<file path="src/rtl/pipe_ifq_pkg.sv">
// Shared CPU package: datapath width, bubble instruction
// and PC source encodings used by the fetch queue.
package pipe_ifq_pkg;

    localparam int DATA_W_DEF = 32;
    localparam logic [31:0] NOP_WORD_DEF = 32'h0000_0000;

    typedef enum logic [1:0] {
        PC_SEQ = 2'b00,
        PC_BR  = 2'b01,
        PC_JR  = 2'b10,
        PC_JMP = 2'b11
    } pcsrc_e;

endpackage

</file>
<file path="src/rtl/pipe_ifq_mem.sv">
// Fetch queue storage: synchronous write port,
// asynchronous read port, no reset on the array.
module pipe_ifq_mem #(
    parameter int DEPTH = 4,
    parameter int W     = 64,
    localparam int PW   = $clog2(DEPTH)
) (
    input  logic          clk,
    input  logic          we,
    input  logic [PW-1:0] waddr,
    input  logic [W-1:0]  wdata,
    input  logic [PW-1:0] raddr,
    output logic [W-1:0]  rdata
);

    logic [W-1:0] mem [DEPTH];

    always_ff @(posedge clk) begin
        if (we) mem[waddr] <= wdata;
    end

    assign rdata = mem[raddr];

endmodule

</file>
<file path="src/rtl/pipe_ifq.sv">
// Instruction fetch queue between IF and ID: holds {pc4, inst}
// entries and is emptied on any redirect from pcsource.
module pipe_ifq
    import pipe_ifq_pkg::*;
#(
    parameter int DATA_W = DATA_W_DEF,
    parameter int DEPTH  = 4,
    parameter logic [DATA_W-1:0] NOP_WORD = DATA_W'(NOP_WORD_DEF),
    localparam int PW = $clog2(DEPTH),
    localparam int CW = $clog2(DEPTH+1)
) (
    input  logic              clk,
    input  logic              clrn,
    input  logic              in_valid,
    input  logic [DATA_W-1:0] in_pc4,
    input  logic [DATA_W-1:0] in_inst,
    output logic              in_ready,
    output logic              out_valid,
    output logic [DATA_W-1:0] out_pc4,
    output logic [DATA_W-1:0] out_inst,
    input  logic              out_ready,
    input  logic [1:0]        pcsource,
    output logic [CW-1:0]     count
);

    logic [PW-1:0]       head;
    logic [PW-1:0]       tail;
    logic                push;
    logic                pop;
    logic                flush;
    logic [2*DATA_W-1:0] rdata;

    assign in_ready  = (count != CW'(DEPTH));
    assign out_valid = (count != '0);
    assign push      = in_valid & in_ready;
    assign pop       = out_valid & out_ready;
    assign flush     = (pcsource != PC_SEQ);

    always_ff @(posedge clk or negedge clrn) begin
        if (!clrn) begin
            head  <= '0;
            tail  <= '0;
            count <= '0;
        end else if (flush) begin
            head  <= '0;
            tail  <= '0;
            count <= '0;
        end else begin
            if (push) tail <= tail + 1'b1;
            if (pop)  head <= head + 1'b1;
            count <= count + CW'(push) - CW'(pop);
        end
    end

    // A redirect discards the push, so do not write the slot either
    pipe_ifq_mem #(
        .DEPTH (DEPTH),
        .W     (2*DATA_W)
    ) u_mem (
        .clk   (clk),
        .we    (push & ~flush),
        .waddr (tail),
        .wdata ({in_pc4, in_inst}),
        .raddr (head),
        .rdata (rdata)
    );

    assign out_pc4  = out_valid ? rdata[2*DATA_W-1:DATA_W] : '0;
    assign out_inst = out_valid ? rdata[DATA_W-1:0] : NOP_WORD;

endmodule

</file>
<file path="config.mk">
export PLATFORM = sky130hd
export DESIGN_NAME = pipe_ifq
export DESIGN_NICKNAME = d
export VERILOG_FILES = /design/src/rtl/pipe_ifq_pkg.sv /design/src/rtl/pipe_ifq_mem.sv /design/src/rtl/pipe_ifq.sv
export SDC_FILE = /design/constraint.sdc
export NUM_CORES = 1
export LEC_CHECK = 0
export CORE_MARGIN = 2
export CORE_UTILIZATION = 35
export CTS_CLUSTER_SIZE = 28
export DETAILED_ROUTE_END_ITERATION = 8
export GPL_ROUTABILITY_DRIVEN = 1
export GPL_TIMING_DRIVEN = 0
export PLACE_DENSITY_LB_ADDON = 0.2
export SLEW_MARGIN = 5
export SYNTH_ARGS = -nofsm -noshare
export SYNTH_HDL_FRONTEND = slang
export SYNTH_SLANG_ARGS = --single-unit
</file>
<file path="constraint.sdc">
create_clock -name clk -period 3.4 [get_ports clk]
set_clock_uncertainty 0.2 [all_clocks]
set_input_delay 0.51 -clock clk [delete_from_list [all_inputs] [get_ports clk]]
set_output_delay 0.51 -clock clk [all_outputs]
set_load 0.01 [all_outputs]
</file>
Word level (Yosys, flattened, before mapping)
Memories as Yosys holds them, arrays and structs flattened.
Index checks and enable logic that the tools add are counted.
Word-level totals
  register bits after elaboration: 7
  RAM bits: 256
  input port bits: 70
  memories kept: 1
Cells by class
  $add $sub $neg: 4
  equality and inequality tests: 1
  multiplexer cells: 9
  bitwise gates (word level): 4
  reductions and logical operators: 4
Memories
  u_mem.mem: words 4, bits a word 64, read ports 1, clocked after Yosys merged registers in 0, wr ports 1, RTL line pipe_ifq_mem.sv:16  | logic [W-1:0] mem [DEPTH];
Operators with widths (count)
  32-bit 2-to-1 mux: 2
  2-bit 2-to-1 mux: 4
  2-bit nonzero test: 3
  2-bit by 1-bit adder with 2-bit output, second input constant: 2
  3-bit by 1-bit adder with 3-bit output: 1
  1-bit AND: 3
  3-bit 2-to-1 mux: 1
  3-bit != test, second input constant: 1
  3-bit nonzero test: 1
  3-bit by 1-bit subtractor with 3-bit output: 1
  1-bit 2-to-1 mux: 2
  1-bit NOT: 1

Logic depth before layout (Yosys ltp)
Gate-level depths: netlist of run 1.
  depth in word-level cells: 5
  mapped depth: 9
  mapped depth without buffers: 9

Modules after synthesis
Synthesis of run 1 repeated with hierarchy kept, for this count alone.
Second synthesis, totals
  cells, all modules: 446
  area total of the unflattened synthesis: 10208.5 um2
Modules (own cells, without submodules)
  pipe_ifq_mem: instances 1, cells each 338, area an instance 9341.5 um2, seq. area each 7687.4 um2
  pipe_ifq: instances 1, cells each 108, area an instance 867.1 um2, seq. area each 175.2 um2

Worst setup path after synthesis of run 1
Ideal clock, no wire load.
  path type: reg2reg
  from: reg count[2]
  to: mem u_mem.mem[0][0], enable pin
  arrival time: 2466 ps
  data required time: 2771 ps
  setup slack: 305 ps
  stages on the path, launching flop included: 4
  path buffers: 0
  period minus slack after synthesis: 3095 ps
  path through: dfrtp_1 or3b_2 and2_1 and3_1
On the way
  cells in the longest elaborated chain, start to end: 5
RTL lines
  start, declared: RTL line pipe_ifq.sv:23  | output logic [CW-1:0] count
  start signal, assigned: RTL line pipe_ifq.sv:51  | count <= count + CW'(push) - CW'(pop);
  3-bit != test: RTL line pipe_ifq.sv:33  | assign in_ready = (count != CW'(DEPTH));
  named net in_ready: RTL line pipe_ifq.sv:17  | output logic in_ready,
  1-bit AND: RTL line pipe_ifq.sv:35  | assign push = in_valid & in_ready;
  1-bit AND: RTL line pipe_ifq.sv:61  | .we (push & ~flush),
  1-bit 2-to-1 mux: RTL line pipe_ifq_mem.sv:19  | if (we) mem[waddr] <= wdata;
  1-bit 2-to-1 mux (implied by the code): RTL line pipe_ifq_mem.sv:19
  end, declared: RTL line pipe_ifq_mem.sv:16
The timed path passes the listed nets, and every way through them passes these cells.

Worst setup path in the final report of run 1
  from: reg head[1]
  to: out out_inst[19]
On the way
  cells in the longest elaborated chain, start to end: 2
RTL lines
  start, declared: RTL line pipe_ifq.sv:26  | logic [PW-1:0] head;
  start signal, assigned: RTL line pipe_ifq.sv:50  | if (pop) head <= head + 1'b1;
  memory read 4 x 64 bit
  32-bit 2-to-1 mux: RTL line pipe_ifq.sv:69  | assign out_inst = out_valid ? rdata[DATA_W-1:0] : NOP_WORD;
  end, declared: RTL line pipe_ifq.sv:20  | output logic [DATA_W-1:0] out_inst,
No other way between the ends.

==> impl_metrics.csv, run 1 <==
group,metric,value,unit
route,ant_nets,0,
worst_hold_path,hold_path_class,"primary input to asynchronous set/reset pin",
timing,layout_setup_ws,0.130,ns
pwr,p_per_area,547,mW/mm^2
grt,grt-ovfl-total,0,
grt,grt_usage,13.5,%
synthesis,synth-seq-area-share,77.4,%
pwr,combinationalPowerShare,8.0,%
synthesis,syn_avg_cell_area,22.4,sq um
place,dp_slack,0.234,ns
timing,finalHoldViolCount,0,
critical_path,cpPeakStageDelay,0.48,ns
floorplanning,core_region_area,0.0286,sq mm
layout,drive_gt1_share,20.3,%
floorplanning,die_area,0.0304,sq mm
timing,finalCritPeriodShare,96.2,%
cts,clkSlewWorstSetupHoldPaths,0.06,ns
place,dpl-instance-area,0.0121,sq mm
floorplanning,die_y,174,um
critical_path,crit_top_cell,"buf_2",
synthesis,synth_top_family_by_area,"multiplexers",
synthesis,syn_inst,453,
layout,nNetsFinal,703,
floorplanning,io_pins,139,
critical_path,worstPathRequired,2.69,ns
layout,n_fill_cell,2426,
layout,layout_common_cells,"edfxtp_1 (256), clkdlybuf4s50_1 (138), and2_1 (68)",
pwr,pwr-share-seq,50.5,%
layout,area_growth,28.8,%
timing,period_minus_slack,3.27,ns
critical_path,path_buf_inv,3,
grt,grt_pass1_wl,31.2,mm
floorplanning,start_util,35.5,%
timing,fmax,306,MHz
critical_path,crit_family,"buffers and inverters",
pwr,internal_power,5.70,mW
critical_path,worstPathArrival,2.56,ns
critical_path,critPathLaunchType,"register",
floorplanning,num_rows,62,
layout,final_common_cell,"edfxtp_1",
route,wl_per_cell,19.7,um
layout,diodes,0,
timing,final_max_slew_viol_count,0,
critical_path,endpoint_kind,"output pin",
pwr,p_switching,1.45,mW
grt,antenna_found_initial,1,
cts,clock-root-buffer,"clkbuf_16",
synthesis,synth_fa_ha_area_share,0.936,%
pwr,clock_power_share,41.5,%
route,wirelength,20.3,mm
cts,cts_max_level,1,
critical_path,cp_max_fo,10,
synthesis,synth_edf_count,256,
grt,grt_pass1_vias,5503,
timing,rsz0062_at_grt,"false",
cts,cts_tree,"built",
route,route.detailed.drc,0,
critical_path,cp-startpoint,"head[1]",
critical_path,r2r_start,"count[1]",
pwr,p_sw_share,20.3,%
critical_path,crit_chain,"buf_2 -> buf_2 -> mux4_2 -> and2_1 -> clkdlybuf4s50_1",
timing,finalSetupViolations,0,
job,drv_cap,0,
pwr,power.total,7.15,mW
synthesis,synthesis.area,0.0102,sq mm
synthesis,yosysWarnings,0,
route,dr.first_iter.drc_count,316,
pwr,irDropWorstVdd,0.643,mV
floorplanning,die_x,174,um
grt,grt_max_degree,41,
synthesis,synth-compound-area-share,0.185,%
pwr,p_leak,4.15,nW
layout,multi_input_area,0.00212,sq mm
place,dp_hpwl,12.5,mm
synthesis,synth_fp_nets,530,
synthesis,async_flop_share,2.66,%
synthesis,synth-xor-area-share,0.259,%
outcome,status,"finished clean",
timing,worstMarginPinSlew,0.736,ns
critical_path,crit_type,"register to output pin",
synthesis,synthMuxAreaShare,14.3,%
cts,clk_latency,0.53,ns
place,place_congestion,0.732,
timing,maxSlewHeadroom,51.0,%
layout,final_area,0.0131,sq mm
timing,worst_hold_slack,0.0600,ns
cts,cts_setup_buffers,0,
place,numPortBuffers,138,
route,vias,4941,
cts,cts_buffer_depth,3,
route,avgViaCountPerCell,4.78,
route,firstDrtPassIters,4,
cts,cts.sinks,263,
critical_path,crit_path_top_delay_cell,"clkdlybuf4s50_1",
synthesis,ys_ff_latch,263,
synthesis,synthDistinctLibCells,23,
synthesis,synthSimpleGateAreaFrac,5.01,%
layout,regArea,0.00786,sq mm
synthesis,ys.flop_type,"edfxtp_1",
cts,numCtsBuffers,29,
## layout make-up
cell class	count	area share, %
sequential	263	60.1
multi-input combinational	161	16.2
timing repair buffer	142	11.4
clock buffer	33	5.66
tap	384	3.67
buffer	23	1.42
clock inverter	21	1.37
inverter	6	0.172
## worst paths after layout
check                               end  slack [ns]  cells after the start
min reg2reg                     tail[0]        0.41                      2
min                             tail[1]        0.06                      1
min in group clk                tail[0]        0.41                      2
max reg2reg                    count[2]        0.72                      9
max in group asynchronous       tail[0]        2.67                      1
max                        out_inst[19]        0.13                      5
## power groups by stage
stage | sequential (mW) | combinational (mW) | clock [mW]
CTS | 3.61 | 0.586 | 3.08
finish | 3.61 | 0.572 | 2.97
floorplan | 3.68 | 0.230 | 0
global route | 3.61 | 0.618 | 3.19
detailed placement | 3.68 | 0.579 | 0
global placement | 3.68 | 0.564 | 0
## synth_stat cells (3+ instances only)
cell | n | area share (%)
mux4_2 | 64 | 14
nand2_1 | 3 | 0.11
buf_2 | 9 | 0.44
and3_1 | 4 | 0.25
edfxtp_1 | 256 | 76
inv_1 | 6 | 0.22
and2_1 | 68 | 4.2
dfrtp_1 | 7 | 1.7
clkbuf_1 | 9 | 0.33
ha_1 | 6 | 0.74
buf_12 | 4 | 0.79
## metrics by stage
stage | std cells | setup TNS, ns | utilization (%)
2_1_floorplan | 453 | 0 | -
3_3_place_gp | 975 | -415.87 | 42.0
3_5_place_dp | 979 | 0 | 42.4
4_1_cts | 1033 | 0 | 45.7
5_1_grt | 1033 | 0 | 45.7
6_report | 1033 | 0 | 45.7
## registers in the layout (all words and copies together), names as in the netlist
signal     count
count          3
head           2
tail           2
u_mem.mem    256
## metal layers
metal,wire [um],up-vias,track usage (%)
li1,-,2191,-
met1,8540,2559,16.7
met5,13,-,0
met3,1240,31,3.30
met2,10200,158,23.8
met4,328,2,3.08
## cell families after synthesis
kind of cell / after synthesis
adders and majority gates: 7
DFF: 263
xor gates and xnor gates: 3
buffers and inverters: 29
muxes: 65
AOI/OAI and AO/OA: 3
and+or+nand+nor: 83
## what timing repair did
| action | in CTS | in global routing |
|---|---|---|
| hold buffers | 0 | 0 |
| endpoints found under the setup margin | 50 | 5 |
| resized for setup | 6 | 3 |
| endpoints found under the hold margin | 0 | 0 |
| pin swaps | 0 | 0 |
Power figures use the tool's default switching activity.
==> inputs of run 2 (changes only) <==
--- a/config.mk
+++ b/config.mk
@@ -11,6 +11,7 @@
 export DETAILED_ROUTE_END_ITERATION = 8
 export GPL_ROUTABILITY_DRIVEN = 1
 export GPL_TIMING_DRIVEN = 0
+export MAX_ROUTING_LAYER = met4
 export PLACE_DENSITY_LB_ADDON = 0.2
 export SLEW_MARGIN = 5
 export SYNTH_ARGS = -nofsm -noshare
==> impl_metrics.csv, run 2 (synthesis gave the netlist of run 1 again) <==
group,metric,value,unit
grt,grt_usage,13.9,%
critical_path,rr_worst_depth,8,
grt,antenna_found_initial,1,
grt,grt_pass1_wl,31.2,mm
layout,drive_gt1_share,20.3,%
critical_path,crit_type,"register to output pin",
critical_path,crit_path_top_delay_cell,"clkdlybuf4s50_1",
critical_path,crit_chain,"or3_1 -> clkbuf_4 -> clkbuf_2 -> and2_1 -> clkdlybuf4s50_1",
cts,numCtsBuffers,29,
pwr,p_leak,4.15,nW
floorplanning,num_rows,62,
cts,cts_hold_buffers,0,
layout,area_growth,28.9,%
layout,top_register,"u_mem.mem",
route,route.detailed.drc,0,
critical_path,worstPathRequired,2.69,ns
grt,grt_use_met2,23.8,%
timing,finalHoldViolCount,0,
timing,worst_hold_slack,0.0634,ns
timing,rsz0062_at_grt,"false",
cts,cts_tree,"built",
layout,n_fill_cell,2425,
floorplanning,core_region_area,0.0286,sq mm
grt,grt_pass1_vias,5517,
layout,reg.largest.list,"u_mem.mem: 256 flops, count: 3 flops",
place,place_congestion,0.742,
layout,layout_common_cells,"edfxtp_1 (256), clkdlybuf4s50_1 (138), and2_1 (68)",
cts,cts_setup_buffers,0,
cts,clk_latency,0.53,ns
route,vias,4964,
route,ant_nets,0,
layout,largest_register_ffs,256,
pwr,pwr-share-seq,50.5,%
outcome,status,"finished clean",
timing,worstMarginPinSlew,0.737,ns
timing,finalSetupViolations,0,
timing,finalCritPeriodShare,96.5,%
route,dr.first_iter.drc_count,337,
critical_path,path_depth,5,
pwr,combinationalPowerShare,8.0,%
route,wl_per_cell,19.7,um
route,avgViaCountPerCell,4.80,
pwr,p_switching,1.45,mW
layout,layout.cells.non_filler,1035,
critical_path,worstPathArrival,2.57,ns
grt,grt-ovfl-total,0,
pwr,p_sw_share,20.3,%
timing,maxSlewHeadroom,50.9,%
grt,grt.busiest_layer,"met2",
layout,final_common_cell,"edfxtp_1",
route,firstDrtPassIters,5,
critical_path,crit_family,"buffers and inverters",
grt,grt_max_degree,41,
critical_path,critPathLaunchType,"register",
grt,met3_usage,3.41,%
layout,nNetsFinal,703,
grt,met1_usage,16.8,%
critical_path,cp_max_fo,10,
floorplanning,die_y,174,um
floorplanning,start_util,35.5,%
critical_path,endpoint_kind,"output pin",
place,dp_hpwl,12.5,mm
floorplanning,io_pins,139,
place,numPortBuffers,138,
cts,cts_buffer_depth,3,
floorplanning,die_area,0.0304,sq mm
timing,fmax,305,MHz
cts,cts.sinks,263,
cts,clkSlewWorstSetupHoldPaths,0.06,ns
timing,final_max_slew_viol_count,0,
pwr,internal_power,5.70,mW
cts,cts_max_level,1,
pwr,p_per_area,547,mW/mm^2
timing,period_minus_slack,3.28,ns
pwr,clock_power_share,41.5,%
worst_hold_path,hold_path_class,"primary input to asynchronous set/reset pin",
place,place_inst,979,
pwr,irDropWorstVdd,0.643,mV
pwr,power.total,7.15,mW
floorplanning,die_x,174,um
critical_path,cpPeakStageDelay,0.53,ns
timing,tns,0,ns
cts,clock-root-buffer,"clkbuf_16",
job,drv_cap,0,
route,wirelength,20.3,mm
critical_path,path_buf_inv,3,
run 2: final timing paths:
| check | start | to | slack, ns |
|---|---|---|---|
| setup / recovery | count[1] | out_inst[3] | 0.12 |
| hold / removal | clrn | tail[1] | 0.06 |
| setup reg to reg | count[1] | count[1] | 0.73 |
| hold reg to reg | tail[0] | tail[0] | 0.41 |
| max in group asynchronous | clrn | tail[0] | 2.66 |
| min in group clk | tail[0] | tail[0] | 0.41 |
run 2: final cells by class:
class / instances / area [sq um] / share of cell area, %
diodes: 2 / 5.00 / 0.0382
plain buffers: 23 / 186 / 1.42
clock buffers: 33 / 741 / 5.66
clock inverters: 21 / 179 / 1.37
inverters: 6 / 22.5 / 0.172
multi-input cells: 161 / 2120 / 16.2
flip-flops and latches: 263 / 7860 / 60.1
well taps: 384 / 480 / 3.67
repair buffers: 142 / 1490 / 11.4
run 2: through the flow:
| step | setup WS, ns | cell area (sq um) | utilization, % |
|---|---|---|---|
| floorplan | 0.305 | 10200 | - |
| global placement | -1.69 | 12000 | 42.0 |
| detailed placement | 0.234 | 12100 | 42.4 |
| CTS | 0.0507 | 13100 | 45.7 |
| global route | 0.000224 | 13100 | 45.7 |
| finish | 0.121 | 13100 | 45.7 |
run 2: routing by layer:
metal,up-vias,part of all wire (%)
met4,0,1.5
met1,2582,42
li1,2197,-
met3,30,6.2
met2,155,50
met5,-,0
run 2: what timing repair did:
item                       in CTS  in global routing
setup endpoints to repair      50                  5
gates resized for setup         6                  3
pin swaps                       0                  0
cloned                          0                  0
run 2: power groups by stage:
stage          combinational [mW]  clock (mW)  sequential, mW
2_1_floorplan               0.230           0            3.68
3_3_place_gp                0.564           0            3.68
3_5_place_dp                0.579           0            3.68
4_1_cts                     0.586        3.08            3.61
5_1_grt                     0.618        3.19            3.61
6_report                    0.572        2.97            3.61
